<file path="config.mk">
export PLATFORM = sky130hd
export DESIGN_NAME = c64_bus_arbiter
export DESIGN_NICKNAME = d
export VERILOG_FILES = /design/src/rtl/c64_bus_pkg.sv /design/src/rtl/bus_stall_counter.sv /design/src/rtl/c64_bus_arbiter.sv
export SDC_FILE = /design/constraint.sdc
export NUM_CORES = 1
export LEC_CHECK = 0
export ABC_AREA = 1
export CORE_MARGIN = 4
export CORE_UTILIZATION = 40
export CTS_CLUSTER_DIAMETER = 80
export DETAILED_ROUTE_END_ITERATION = 16
export DONT_BUFFER_PORTS = 1
export PLACE_DENSITY = 0.6
export SKIP_CTS_REPAIR_TIMING = 1
export SLEW_MARGIN = 40
export SYNTH_ARGS = -nofsm -noshare
export SYNTH_HDL_FRONTEND = slang
export SYNTH_SLANG_ARGS = --single-unit
</file>
<file path="constraint.sdc">
create_clock -name clk -period 1.7 [get_ports clk]
set_input_delay 0.34 -clock clk [delete_from_list [all_inputs] [get_ports clk]]
set_output_delay 0.34 -clock clk [all_outputs]
set_load 0.05 [all_outputs]
</file>
<file path="src/rtl/c64_bus_pkg.sv">
// rtl/c64_bus_pkg.sv - shared defaults and bus ownership state encoding for the C64 bus arbiter
package c64_bus_pkg;

  localparam int ADDR_W_DEF   = 16;
  localparam int DATA_W_DEF   = 8;
  localparam int BA_DELAY_DEF = 3;
  localparam int CNT_W_DEF    = 3;

  typedef enum logic [1:0] {
    CPU_OWN = 2'd0,
    BA_WAIT = 2'd1,
    VIC_OWN = 2'd2,
    RELEASE = 2'd3
  } bus_state_e;

endpackage

</file>
<file path="src/rtl/bus_stall_counter.sv">
// rtl/bus_stall_counter.sv - saturating CPU stall cycle counter with synchronous clear
module bus_stall_counter #(
  parameter int W = 16
) (
  input  logic         clk,
  input  logic         reset,
  input  logic         inc,
  input  logic         clr,
  output logic [W-1:0] count
);

  logic [W-1:0] count_q;
  logic [W-1:0] count_d;

  // Clear wins over increment; the count sticks at all-ones once reached.
  always_comb begin
    count_d = count_q;
    if (clr) begin
      count_d = '0;
    end else if (inc && (count_q != {W{1'b1}})) begin
      count_d = count_q + W'(1);
    end
  end

  always_ff @(posedge clk or posedge reset) begin
    if (reset) begin
      count_q <= '0;
    end else begin
      count_q <= count_d;
    end
  end

  assign count = count_q;

endmodule

</file>
<file path="src/rtl/c64_bus_arbiter.sv">
// rtl/c64_bus_arbiter.sv - CPU/VIC memory bus arbiter using the BA/AEC handshake
// Optional stall statistics counter enabled by C64_BUS_STATS_EN.
module c64_bus_arbiter
  import c64_bus_pkg::*;
#(
  parameter int ADDR_W   = ADDR_W_DEF,
  parameter int DATA_W   = DATA_W_DEF,
  parameter int BA_DELAY = BA_DELAY_DEF,
  parameter int CNT_W    = CNT_W_DEF
) (
  input  logic              clk,
  input  logic              reset,
`ifdef C64_BUS_STATS_EN
  input  logic              stall_clr,
  output logic [15:0]       stall_count,
`endif
  input  logic [ADDR_W-1:0] cpu_ab,
  input  logic [DATA_W-1:0] cpu_do,
  input  logic              cpu_we,
  output logic              cpu_rdy,
  input  logic              vic_req,
  input  logic [ADDR_W-1:0] vic_ab,
  output logic              vic_grant,
  output logic [ADDR_W-1:0] mem_ab,
  output logic [DATA_W-1:0] mem_do,
  output logic              mem_we
);

  bus_state_e       state_q, state_d;
  logic [CNT_W-1:0] cnt_q, cnt_d;

  always_comb begin
    state_d = state_q;
    cnt_d   = cnt_q;
    case (state_q)
      CPU_OWN: begin
        if (vic_req) begin
          state_d = BA_WAIT;
          cnt_d   = CNT_W'(BA_DELAY - 1);
        end
      end
      BA_WAIT: begin
        // An open CPU write holds the window at zero until it finishes.
        if (!vic_req) begin
          state_d = CPU_OWN;
          cnt_d   = '0;
        end else if (cnt_q != '0) begin
          cnt_d = cnt_q - CNT_W'(1);
        end else if (!cpu_we) begin
          state_d = VIC_OWN;
        end
      end
      VIC_OWN: begin
        if (!vic_req) begin
          state_d = RELEASE;
        end
      end
      RELEASE: begin
        state_d = CPU_OWN;
      end
      default: begin
        state_d = CPU_OWN;
        cnt_d   = '0;
      end
    endcase
  end

  always_ff @(posedge clk or posedge reset) begin
    if (reset) begin
      state_q <= CPU_OWN;
      cnt_q   <= '0;
    end else begin
      state_q <= state_d;
      cnt_q   <= cnt_d;
    end
  end

  assign cpu_rdy   = (state_q == CPU_OWN);
  assign vic_grant = (state_q == VIC_OWN);
  assign mem_do    = cpu_do;

  always_comb begin
    mem_ab = cpu_ab;
    mem_we = 1'b0;
    case (state_q)
      CPU_OWN, BA_WAIT: mem_we = cpu_we & ~reset;
      VIC_OWN:          mem_ab = vic_ab;
      default:          mem_we = 1'b0;
    endcase
  end

`ifdef C64_BUS_STATS_EN
  bus_stall_counter #(
    .W(16)
  ) u_stall (
    .clk   (clk),
    .reset (reset),
    .inc   (~cpu_rdy),
    .clr   (stall_clr),
    .count (stall_count)
  );
`endif

endmodule

</file>
### Word level (Yosys, flattened, before mapping)

Cells that the tools add are included.
W data, S select, Z words.

* register bits: 5
* input bits: 44
* output and inout bits: 27
* logic and storage cells: 31

* $add $sub $neg: 1
* equal/unequal tests: 8
* mux-type cells: 12
* bitwise logic cells: 2
* reductions and logical operators: 6

Operators by type and width (count)
* $mux W16: 1
* $mux W2: 5
* $mux W3: 3
* $ne A3 B3 Y1 const B: 3
* $pmux W2 S4: 1
* $pmux W3 S2: 1
* $eq A2 B2 Y1 const B: 2
* $reduce_and A4 Y1: 1
* $reduce_and A3 Y1: 1
* $reduce_bool A3 Y1: 1
* $sub A3 B1 Y3 const B: 1
* $eq A2 B1 Y1 const B: 1
* $logic_not A2 Y1: 1
* $ne A2 B1 Y1 const B: 1
* $ne A2 B2 Y1 const B: 1
* $reduce_bool A2 Y1: 1
* $reduce_or A2 Y1: 1
* $and A1 B1 Y1: 1
* $mux W1: 1
* $not A1 Y1: 1

### Depth between registers and ports, before layout

* word-level depth: 4
* depth in mapped cells: 9

### Worst setup path before layout

OpenSTA, ideal clock, no wires.

* path type: register to output
* from: register (tool-made name)
* to: output port mem_we
* data arrival time: 1.529 ns
* data required time: 1.360 ns
* path slack: -0.169 ns
* stages on the path, launching flop included: 2
* path through: dfrtp_1 -> nor3_1

RTL lines
* to (decl): RTL line c64_bus_arbiter.sv:26 `output logic mem_we`

==> summary.txt <==
Final layout
  – Area Growth Syn to Fin: 61.4%
  – Fillers: between 100 and 150
  – Share of cells above drive strength 1: 29.2%
  – Core Util, Final: 68.2%
  – N_diodes: 0
  – Net total in the final layout: 177
  – Area occupied by registers: 126 um2
  – Area of the multi-input gates: 394 um2
  – Post-route insts no fill: 146

STA
  – Rel. slew slack: 80.4%
  – Final period utilization: between 90% and 100%
  – Final Hold Fails: 0
  – Worst slew pin tran: between 0.2 and 0.3 ns
  – Clock skew: a little over 0.005 ns
  – RSZ-0062 raised after global routing: true
  – Peak Freq: about 610 MHz
  – Hold Slack: 0.242 ns
  – Setup Viol. Count Final: 0
  – Pins Over Slew Limit: 0
  – Tmin final: 1.64 ns

Detailed routing
  – Routed len/inst: 13.5 um
  – DRC: 0
  – ANT nets after route: 0
  – Vias: 733
  – Top layer in use: met4
  – WL met3: between 200 and 250 um
  – Post-Route WL: 1960 um
  – Met2 wire len: 1080 um
  – WL met1: 628 um
  – DRT Pass-1 Iters: 4
  – Initial DRC count: 14
  – Vias per cell: 5.02

Clock network
  – Clk pin slew, worst setup/hold paths: 0.04 ns
  – Clock Sinks: 5
  – CTS tree: built
  – Clock Latency Late Sink: ~0.24 ns
  – Clock Path Buffers: 2
  – CTS buffer count: 3
  – H-tree depth: 1
  – Root buf cell: clkbuf_4

Synthesis
  – Synth warn: 0
  – Post-Syn Area: about 630 um2
  – Synth Instances: 112
  – Yosys reg bits: 5
  – Avg Cell Area, Syn: 5.62 um2
  – Yosys cell types: 16
  – Synth Net Count: ~160
  – Register area share after synthesis: 19.9%

Placement
  – Gpl congestion: 0.850
  – Placed Instances: 138
  – Detailed placer's ending HPWL: 1680 um
  – Port Buf Inserts: 0

Die
  – Die height: 47.7 um
  – Num ports: 71
  – Initial Util: 42.3%
  – DIE WIDTH: 47.7 um
  – Row count: 14
  – Full die area: 2270 um2
  – Core area: 1490 um2

Worst hold path
  – Hold WC Path Type: in -> reg

Global routing
  – Pin count of the biggest net entering global routing: 18
  – Vias in the first global route: 696
  – Initial antenna violation count: 0
  – Gr ovfl total: 0
  – Gr usage total: 18.5%
  – First-pass GRT wire length: 2940 um

Worst setup path
  – WS Path Type: reg -> out
  – R2R setup slack: 0.32 ns
  – Worst-path fanout max: 17
  – Endpoint type of the worst setup path: output pin
  – Data required time of the worst path: 1.36 ns
  – Critical-path top delay cell: dfrtp_1
  – CP bufs+invs: 3
  – CP Launch Type: flop
  – Crit path max-delay family: buffers and inverters
  – CP peak stage delay: 0.36 ns
  – Critical-path cell list: inv_2 > nor2_8 > buf_12 > nand2_1 > nand2_1 > buf_12
  – Worst EP arrival: 1.30 ns

Run
  – MaxCap Viol Count: 0

Pwr
  – Pwr per Cell Area: 2330 nW/um2
  – Worst vdd ir: approximately 1.1 mV
  – Leak Pwr: 0.000565 uW

Outcome
  – Outcome: completed
==> cell usage after synthesis <==
library cell	count	share of area [%]
nor2_1	7	4.2
o21ai_0	2	1.6
nand3_1	5	4.0
buf_6	1	1.8
inv_1	9	5.4
buf_4	10	12
nor3_1	1	0.79
nand2_1	63	38
ha_1	2	4.0
o211ai_1	1	1.2
inv_2	2	1.2
dfrtp_1	5	20
nor2_2	1	0.99
nor2_8	1	3.2
o2111ai_1	1	1.4
a31oi_1	1	0.99
==> path summary, 6_finish.rpt <==
kind / from / to / depth (start not counted)
setup / recovery: flop / mem_ab[3] / 6
hold / removal: vic_req / state_q[0]$_DFFE_PP0P_ / 2
setup reg to reg: cnt_q[0]$_DFFE_PP0P_ / cnt_q[1]$_DFFE_PP0P_ / 6
hold reg to reg: cnt_q[2]$_DFFE_PP0P_ / cnt_q[2]$_DFFE_PP0P_ / 2
max in group asynchronous: reset / state_q[0]$_DFFE_PP0P_ / 2
min in group asynchronous: reset / asynchronous set/reset pin / 2
==> where the power goes <==
group / leakage, uW / internal, uW / switching (uW)
Combinational: 0.000487 / 831 / 1170
Sequential: 0.0000626 / 180 / 55.2
Clock: 0.0000150 / 88.3 / 42.6
==> routing by layer <==
metal  global-route usage, %  vias to the layer above
met5                       0                        -
met4                    7.53                        0
met3                    9.40                        2
met2                    33.7                       49
met1                    17.5                      313
li1                        -                      369
==> metrics by stage <==
| step | TNS, ns | setup slack [ns] | area (um2) | total power [uW] |
|---|---|---|---|---|
| floorplan | 0 | 0.0311 | 634 | 1420 |
| CTS | -1.04 | -0.0857 | 965 | 2300 |
| global placement | 0 | 0.237 | 938 | 2120 |
| global route | -0.0431 | -0.0349 | 1020 | 2540 |
| finish | 0 | 0.0616 | 1020 | 2370 |
| detailed placement | 0 | 0.173 | 938 | 2160 |
==> cells by family (layout without fill, tap and decap cells) <==
kind of cell    Yosys count  in the layout  share of synthesized area [%]
compound gates            5              5                           5.17
flops                     5              5                           19.9
buf+inv                  22             40                           20.3
fa+ha+maj                 2              2                           3.98
simple gates             78             78                           50.7
==> final cells by class <==
class / count / share of cell area, %
Tap cell: 16 / 1.97
Multi-Input combinational cell: 85 / 38.8
Inverter: 11 / 4.56
Clock buffer: 4 / 2.59
Timing Repair Buffer: 25 / 39.7
Sequential cell: 5 / 12.4
==> layout by cell type (no fill, tap or decap), types with 2 or more instances in the layout <==
cell type and count:
nor2_1 7, inv_1 9, nand2_1 58, o21ai_0 2
buf_12 17, dfrtp_1 4, nand2_2 5, ha_1 2
nand3_1 5, buf_4 7, clkbuf_4 3
==> worst register-to-register path, delay by kind of cell, from the launching register on <==
family,cells,cell delay [ns]
buf+inv,1,0.06
compound gates,1,0.28
flops,1,0.37
fa+ha+maj,2,0.40
simple gates,2,0.20
Power figures use the tool's default switching activity.
